**src/rtl/bcd_tick_counter_pkg.sv**
```systemverilog
// Shared definitions for the prescaled BCD tick counter:
// state encoding, count width and parameter legality.
package bcd_tick_counter_pkg;

    typedef logic [1:0] state_t;

    localparam state_t IDLE   = 2'd0;
    localparam state_t RUN    = 2'd1;
    localparam state_t PAUSED = 2'd2;
    localparam state_t DONE   = 2'd3;

    function automatic int count_width(input int max_count);
        return $clog2(max_count + 1);
    endfunction

    // MAX_COUNT must fit in DIGITS decimal digits.
    function automatic bit params_legal(
        input int max_count,
        input int digits,
        input int tick_div
    );
        longint lim;
        lim = 1;
        for (int i = 0; i < digits; i++) begin
            lim = lim * 10;
        end
        return (digits >= 1) && (tick_div >= 2) && (max_count >= 1)
            && (longint'(max_count) <= lim - 1);
    endfunction

endpackage

```
**src/rtl/bcd_tick_counter_bin2bcd.sv**
```systemverilog
// Combinational binary to packed-BCD conversion (double dabble).
// Digit 0 occupies bcd_o[3:0].
module bcd_tick_counter_bin2bcd #(
    parameter int W      = 5,
    parameter int DIGITS = 2
) (
    input  logic [W-1:0]        bin_i,
    output logic [4*DIGITS-1:0] bcd_o
);

    logic [4*DIGITS-1:0] acc;

    always_comb begin
        acc = '0;
        for (int i = W - 1; i >= 0; i--) begin
            for (int d = 0; d < DIGITS; d++) begin
                if (acc[4*d +: 4] >= 4'd5) begin
                    acc[4*d +: 4] = acc[4*d +: 4] + 4'd3;
                end
            end
            acc = {acc[4*DIGITS-2:0], bin_i[i]};
        end
        bcd_o = acc;
    end

endmodule

```
**src/rtl/bcd_tick_counter.sv**
```systemverilog
// Prescaled up/down counter with pause, restart, one-shot or wrap
// mode, and a BCD view of the count for the display scanner.
module bcd_tick_counter
    import bcd_tick_counter_pkg::*;
#(
    parameter int DIGITS    = 2,
    parameter int TICK_DIV  = 10000000,
    parameter int MAX_COUNT = 20,
    localparam int CW       = count_width(MAX_COUNT)
) (
    input  logic                clk,
    input  logic                rst,
    input  logic                start,
    input  logic                pause,
    input  logic                dir,
    input  logic                wrap_mode,
    output logic [CW-1:0]       count,
    output logic [4*DIGITS-1:0] bcd,
    output logic                running,
    output logic                done
);

    localparam int PW = $clog2(TICK_DIV);
    localparam logic [PW-1:0] PRESC_LAST = PW'(TICK_DIV - 1);
    localparam logic [CW-1:0] MAXV       = CW'(MAX_COUNT);

    if (!params_legal(MAX_COUNT, DIGITS, TICK_DIV)) begin : g_bad_params
        $error("bcd_tick_counter: illegal MAX_COUNT/DIGITS/TICK_DIV");
    end

    state_t        state_q, state_d;
    logic [CW-1:0] count_q, count_d;
    logic [PW-1:0] presc_q, presc_d;
    logic          dir_q, dir_d;
    logic          wrap_q, wrap_d;
    logic          done_q, done_d;

    logic [CW-1:0] term_v;
    logic [CW-1:0] init_v;

    assign term_v = dir_q ? '0 : MAXV;
    assign init_v = dir_q ? MAXV : '0;

    always_comb begin
        state_d = state_q;
        count_d = count_q;
        presc_d = presc_q;
        dir_d   = dir_q;
        wrap_d  = wrap_q;
        done_d  = 1'b0;
        if (start) begin
            dir_d   = dir;
            wrap_d  = wrap_mode;
            count_d = dir ? MAXV : '0;
            presc_d = '0;
            state_d = RUN;
        end else if (state_q == RUN || state_q == PAUSED) begin
            if (pause) begin
                state_d = PAUSED;
            end else begin
                // Releasing pause resumes the prescaler in the same cycle.
                state_d = RUN;
                if (presc_q == PRESC_LAST) begin
                    presc_d = '0;
                    if (count_q == term_v) begin
                        count_d = init_v;
                    end else begin
                        count_d = dir_q ? count_q - CW'(1)
                                        : count_q + CW'(1);
                        if (count_d == term_v) begin
                            done_d = 1'b1;
                            if (!wrap_q) begin
                                state_d = DONE;
                            end
                        end
                    end
                end else begin
                    presc_d = presc_q + PW'(1);
                end
            end
        end
    end

    always_ff @(posedge clk) begin
        if (rst) begin
            state_q <= IDLE;
            count_q <= '0;
            presc_q <= '0;
            dir_q   <= 1'b0;
            wrap_q  <= 1'b0;
            done_q  <= 1'b0;
        end else begin
            state_q <= state_d;
            count_q <= count_d;
            presc_q <= presc_d;
            dir_q   <= dir_d;
            wrap_q  <= wrap_d;
            done_q  <= done_d;
        end
    end

    assign count   = count_q;
    assign done    = done_q;
    assign running = (state_q == RUN) || (state_q == PAUSED);

    bcd_tick_counter_bin2bcd #(
        .W      (CW),
        .DIGITS (DIGITS)
    ) u_bin2bcd (
        .bin_i (count_q),
        .bcd_o (bcd)
    );

endmodule

```
**config.mk**
```make
export PLATFORM = sky130hd
export DESIGN_NAME = bcd_tick_counter
export DESIGN_NICKNAME = d
export VERILOG_FILES = /design/src/rtl/bcd_tick_counter_pkg.sv /design/src/rtl/bcd_tick_counter_bin2bcd.sv /design/src/rtl/bcd_tick_counter.sv
export SDC_FILE = /design/constraint.sdc
export NUM_CORES = 1
export LEC_CHECK = 0
export ABC_AREA = 1
export CORE_MARGIN = 4
export CORE_UTILIZATION = 30
export DETAILED_ROUTE_END_ITERATION = 16
export PLACE_DENSITY = 0.48
export REMOVE_ABC_BUFFERS = 1
export SLEW_MARGIN = 20
export SYNTH_ARGS = -nofsm -noshare
export SYNTH_HDL_FRONTEND = slang
export SYNTH_HIERARCHICAL = 1
export SYNTH_SLANG_ARGS = --single-unit
export TNS_END_PERCENT = 100
```
**constraint.sdc**
```tcl
create_clock -name clk -period 1.75 [get_ports clk]
set_input_delay 0.35 -clock clk [delete_from_list [all_inputs] [get_ports clk]]
set_output_delay 0.35 -clock clk [all_outputs]
set_load 0.1 [all_outputs]
```
==> run_results.csv, run 1 <==
group,metric,value,unit
critical_path,critical_path_required,1.40,ns
floorplanning,core_area,0.00733,mm2
grt,antenna_found_initial,0,
synthesis,netlist.area_leader.share,29.7,%
timing,final_max_slew_viol_count,0,
timing,hold_slack,0.490,ns
cells_and_area,layout_common_cells,"nand2_1 (83), nor2_1 (51), inv_1 (46)",
synthesis,syn_area,0.00229,mm2
floorplanning,std_cell_rows,31,
route,wirelength,5580,um
timing,period_needed,1.96,ns
route,drtIter0Drc,78,
route,antenna_left,0,
placement,place_ws,-0.000429,ns
synthesis,ys_ff_latch,34,
floorplanning,die_w,95.4,um
power,switching_share,32.6,%
floorplanning,start_util,31.3,%
grt,grt_max_degree,11,
clock_tree,clock_latency,0.29,ns
clock_tree,cts.clk_slew.worst_paths,0.08,ns
synthesis,avgSynthCellArea,6.46,um2
cells_and_area,layout_commonest_cell,"nand2_1",
job,maxCapViolCount,0,
critical_path,worstSetupPathType,"reg2out",
clock_tree,htree_levels,2,
power,p_clk_share,32.7,%
critical_path,cp_max_fo,4,
cells_and_area,design_area,0.00307,mm2
power,combPwrFrac,25.0,%
cells_and_area,register_area,691,um2
placement,postPlaceCellArea,0.00282,mm2
power,p_int,1.27,mW
route,drc,0,
grt,first_global_vias,2065,
grt,grt_pass1_wl,9410,um
timing,fin_ws,-0.212,ns
synthesis,ys_types,34,
synthesis,synthCells,355,
timing,fmaxAchievable,510,MHz
cells_and_area,nets,407,
placement,io_buffers,18,
floorplanning,die_y,95.4,um
power,seq_power_share,42.3,%
floorplanning,dieArea,0.00911,mm2
clock_tree,clock_path_buffers,2,
hold_path,hp-class,"reg2reg",
clock_tree,root_buffer,"clkbuf_8",
cells_and_area,fillers,764,
cells_and_area,area_growth,33.8,%
grt,track_usage,13.1,%
power,cellLeakagePower,1.37,nW
power,switching_power,0.617,mW
synthesis,yosysSeqAreaShare,29.7,%
timing,setup-tns-final,-0.754,ns
timing,rsz0062_at_grt,"yes",
critical_path,worst_setup_path_end_kind,"primary output",
power,ir_drop,270,uV
synthesis,yosys_warnings,6,
clock_tree,cts.sinks,34,
timing,report.final.hold_viol_count,0,
synthesis,synth_area_leaders,"dfxtp_1 (30%), nand2_1 (15%), nor2_1 (8.7%)",
timing,post-route-period-util,112,%
critical_path,startpoint_type,"register",
route,avgRoutedWirePerCell,11.3,um
placement,dp_hpwl,4350,um
clock_tree,numCtsBuffers,5,
floorplanning,ios,21,
route,drt-vias-per-instance,4.48,
cells_and_area,diodes,0,
cells_and_area,drive_gt1_share,25.4,%
clock_tree,cts_hold_buffers,0,
cells_and_area,fin_util,41.9,%
grt,overflow,0,
outcome,status,"finished with violations",
timing,skew,0.00654,ns
timing,setup_viol,4,
synthesis,synth_top_area_cell,"dfxtp_1",
route,firstDrtPassIters,4,
outcome,violations,"setup timing",
placement,place_congestion,0.850,
route,dr_total_vias,2207,
power,power_density,617,mW/mm2
cells_and_area,multi_input_area,0.00148,mm2
clock_tree,cts_tree,"done",
critical_path,cp.arrival,1.61,ns
==> per-stage QoR <==
stage | power [mW] | cells
after floorplan | 1.10 | 351
after global placement | 1.25 | 483
after detailed placement | 1.25 | 483
after CTS | 1.90 | 493
after global routing | 1.97 | 493
final | 1.89 | 493
==> flip-flops by register name (all words and copies together) (netlist names) <==
| signal | cells |
|---|---|
| count | 5 |
| dir_q | 1 |
| done | 1 |
| presc_q | 24 |
| state_q | 2 |
| wrap_q | 1 |
==> repair_timing <==
| item | in CTS | in global routing |
|---|---|---|
| gates cloned | 0 | 0 |
| pin swaps | 9 | 6 |
| setup endpoints to repair | 5 | 10 |
| resized for setup | 23 | 15 |
| setup buffers | 2 | 0 |
==> worst paths after layout <==
path	startpoint	to	slack, ns	depth (start not counted)
setup / recovery	count[3]	bcd[2]	-0.21	11
hold / removal	presc_q[0]	presc_q[0]	0.49	2
setup reg to reg	dir_q	state_q[1]	0.16	10
hold reg to reg	presc_q[0]	presc_q[0]	0.49	2
==> cells by family after synthesis <==
| kind of cell | after synthesis | synth area share (%) |
|---|---|---|
| AO/OA/AOI/OAI | 22 | 5.29 |
| XOR/XNOR | 9 | 3.44 |
| adder cells (fa/ha/maj) | 8 | 4.69 |
| buffers and inverters | 61 | 11.3 |
| flip-flops | 34 | 29.7 |
| other | 1 | 0.164 |
| AND/OR/NAND/NOR | 220 | 45.4 |
==> cells in the mapped netlist, drive strengths merged <==
cell / n
or2: 3
nor3b: 2
nand4: 8
nand3b: 2
nor3: 11
clkinv: 1
dfxtp: 34
o21ai: 11
o22ai: 2
nor2: 63
xnor2: 2
ha: 7
inv: 55
nand3: 27
conb: 1
o21bai: 1
a21oi: 6
and3: 1
xor2: 7
a31oi: 2
fa: 1
nand2: 103
buf: 5
==> cell type report <==
type | count | share of cell area, %
timing repair buffer | 35 | 15.2
multi-input combinational | 261 | 48.1
clock buffer | 7 | 2.81
inverter | 56 | 7.14
sequential | 34 | 22.5
clock inverter | 1 | 0.163
tap | 99 | 4.04
==> routing by layer <==
metal | track usage [%] | wire [um] | vias up
met5 | 0 | 0 | -
met4 | 3.44 | 59 | 0
met3 | 2.92 | 205 | 8
met2 | 20.5 | 2540 | 30
met1 | 18.1 | 2780 | 989
li1 | - | - | 1180
==> critical path: stages (launching register included) <==
cell and delay, ns:
dfxtp_4 0.37, inv_6 0.04, ha_4 0.16, nand2_4 0.07
nand3_2 0.06, nand2_2 0.10, nand2_4 0.08, nand2_4 0.08
nand2_2 0.06, nand2_1 0.07, nand2_2 0.06, buf_12 0.16
==> power by group through the flow <==
| stage | combinational, mW | sequential (mW) | clock (mW) |
|---|---|---|---|
| 5_1_grt | 0.507 | 0.802 | 0.666 |
| 4_1_cts | 0.460 | 0.799 | 0.642 |
| 2_1_floorplan | 0.257 | 0.838 | 0 |
| 3_5_place_dp | 0.438 | 0.815 | 0 |
| 3_3_place_gp | 0.438 | 0.815 | 0 |
| 6_report | 0.473 | 0.800 | 0.619 |
(Power assumes the default switching activity.)
==> inputs of run 2 (changes only) <==
==> constraint.sdc (replaced) <==
create_clock -name clk -period 2.3 [get_ports clk]
set_input_delay 0.46 -clock clk [delete_from_list [all_inputs] [get_ports clk]]
set_output_delay 0.46 -clock clk [all_outputs]
set_load 0.1 [all_outputs]
==> run_results.csv, run 2 (same netlist as run 1, synthesis figures left out) <==
group,metric,value,unit
critical_path,timing.rr.start,"dir_q",
grt,grt_pass1_wl,9560,um
placement,place_ws,0.278,ns
placement,dp_hpwl,4370,um
timing,hold_slack,0.497,ns
cells_and_area,nets,393,
floorplanning,ios,21,
timing,fmaxAchievable,471,MHz
critical_path,critical_path_required,1.84,ns
clock_tree,cts.clk_slew.worst_paths,0.07,ns
critical_path,rr_endpoint,"state_q[1]",
timing,skew,0.00529,ns
clock_tree,root_buffer,"clkbuf_8",
grt,overflow,0,
cells_and_area,fin_util,36.8,%
job,maxCapViolCount,0,
power,ir_drop,205,uV
clock_tree,cts_hold_buffers,0,
floorplanning,core_area,0.00733,mm2
clock_tree,cts_tree,"done",
critical_path,worst_setup_path_end_kind,"primary output",
route,drc,0,
timing,setup_viol,0,
timing,period_needed,2.13,ns
cells_and_area,drive_gt1_share,16.3,%
grt,grt_max_degree,12,
timing,final_max_slew_viol_count,0,
power,power_density,507,mW/mm2
cells_and_area,fin_cells,479,
route,wirelength,5450,um
clock_tree,cts_setup_buffers,0,
floorplanning,die_w,95.4,um
critical_path,startpoint_type,"register",
critical_path,worstSetupPathType,"reg2out",
floorplanning,std_cell_rows,31,
critical_path,cp_max_fo,6,
critical_path,cp-endpoint,"bcd[1]",
cells_and_area,largest_reg_flops,24,
cells_and_area,layout_common_cells,"nand2_1 (91), nor2_1 (53), inv_1 (49)",
placement,io_buffers,18,
timing,report.final.hold_viol_count,0,
floorplanning,die_y,95.4,um
clock_tree,numCtsBuffers,5,
cells_and_area,layout_commonest_cell,"nand2_1",
route,drt-vias-per-instance,4.48,
clock_tree,htree_levels,2,
placement,place_inst,471,
placement,place_congestion,0.784,
route,avgRoutedWirePerCell,11.4,um
route,firstDrtPassIters,4,
outcome,status,"finished clean",
timing,post-route-period-util,92.4,%
cells_and_area,area_growth,17.5,%
grt,antenna_found_initial,0,
cells_and_area,diodes,0,
critical_path,cp-startpoint,"count[2]",
route,drtIter0Drc,83,
critical_path,reg2regPathDepth,9,
critical_path,cp.arrival,1.67,ns
clock_tree,clock_latency,0.28,ns
timing,fin_ws,0.175,ns
floorplanning,start_util,31.3,%
route,antenna_left,0,
timing,rsz0062_at_grt,"no",
power,cellLeakagePower,1.24,nW
power,total_power,1.37,mW
grt,first_global_vias,2029,
clock_tree,cts.sinks,34,
hold_path,hp-class,"reg2reg",
clock_tree,clock_path_buffers,2,
floorplanning,dieArea,0.00911,mm2
critical_path,r2r_setup_slack,0.41,ns
grt,track_usage,13.3,%
route,dr_total_vias,2144,
cells_and_area,regMostFlops,"presc_q",
## run 2: changes by cell type in the layout (fill, tap and decap cells not counted), moves of 3 or more
cell,previous run,this run
nand3_1,20,24
inv_1,46,49
nand2_1,83,91
nand3_2,7,3
buf_12,15,4
nand2_2,15,8
ha_1,3,7
ha_4,4,0
## run 2: metrics by stage
step	setup TNS [ns]	instance area, um2
floorplan	-5.19	2250
global placement	0	2600
finish	0	2700
global route	0	2700
CTS	0	2690
detailed placement	0	2600
## run 2: metal layers
layer	part of all wire [%]	vias up	global-route usage (%)	wire [um]
met2	47	40	22.0	2570
met1	49	947	17.9	2660
met3	3.7	2	2.37	201
met5	0	-	0	0
met4	0.28	0	2.84	15
li1	-	1155	-	-
## run 2: worst min path at each step
stage / from / end / slack, ns / depth (start not counted)
6_report: presc_q[0] / presc_q[0] / 0.50 / 2
3_3_place_gp: presc_q[0] / presc_q[0] / 0.48 / 2
3_5_place_dp: presc_q[0] / presc_q[0] / 0.49 / 2
5_1_grt: presc_q[0] / presc_q[0] / 0.54 / 2
2_1_floorplan: presc_q[6] / presc_q[6] / 0.46 / 2
4_1_cts: presc_q[0] / presc_q[0] / 0.50 / 2
## run 2: critical path, cell delays in order (launching register included)
cell and delay (ns):
dfxtp_2 0.36, ha_1 0.21, inv_1 0.05, nand3_1 0.08, a21oi_2 0.21, inv_2 0.08
nand2_2 0.07, nand2_1 0.06, nand2_2 0.07, buf_12 0.17
## run 2: cell type report
type                    instances  area [um2]
inverters                      56         214
clock buffers                   7        86.3
well taps                      99         124
repair buffers                 21         220
multi-input cells             261        1360
flip-flops and latches         34         683
clock inverters                 1        5.00
fillers                       795        4640
## run 2: report_power, final
part           switching, mW  total, mW  internal, mW
Sequential            0.0111      0.608         0.597
Combinational          0.209      0.297        0.0884
Clock                  0.218      0.460         0.242
## run 2: repair_timing
item | 4_1_cts | 5_1_grt
endpoints found under the setup margin | 0 | 4
gates resized for setup | 0 | 4
endpoints found under the hold margin | 0 | 0
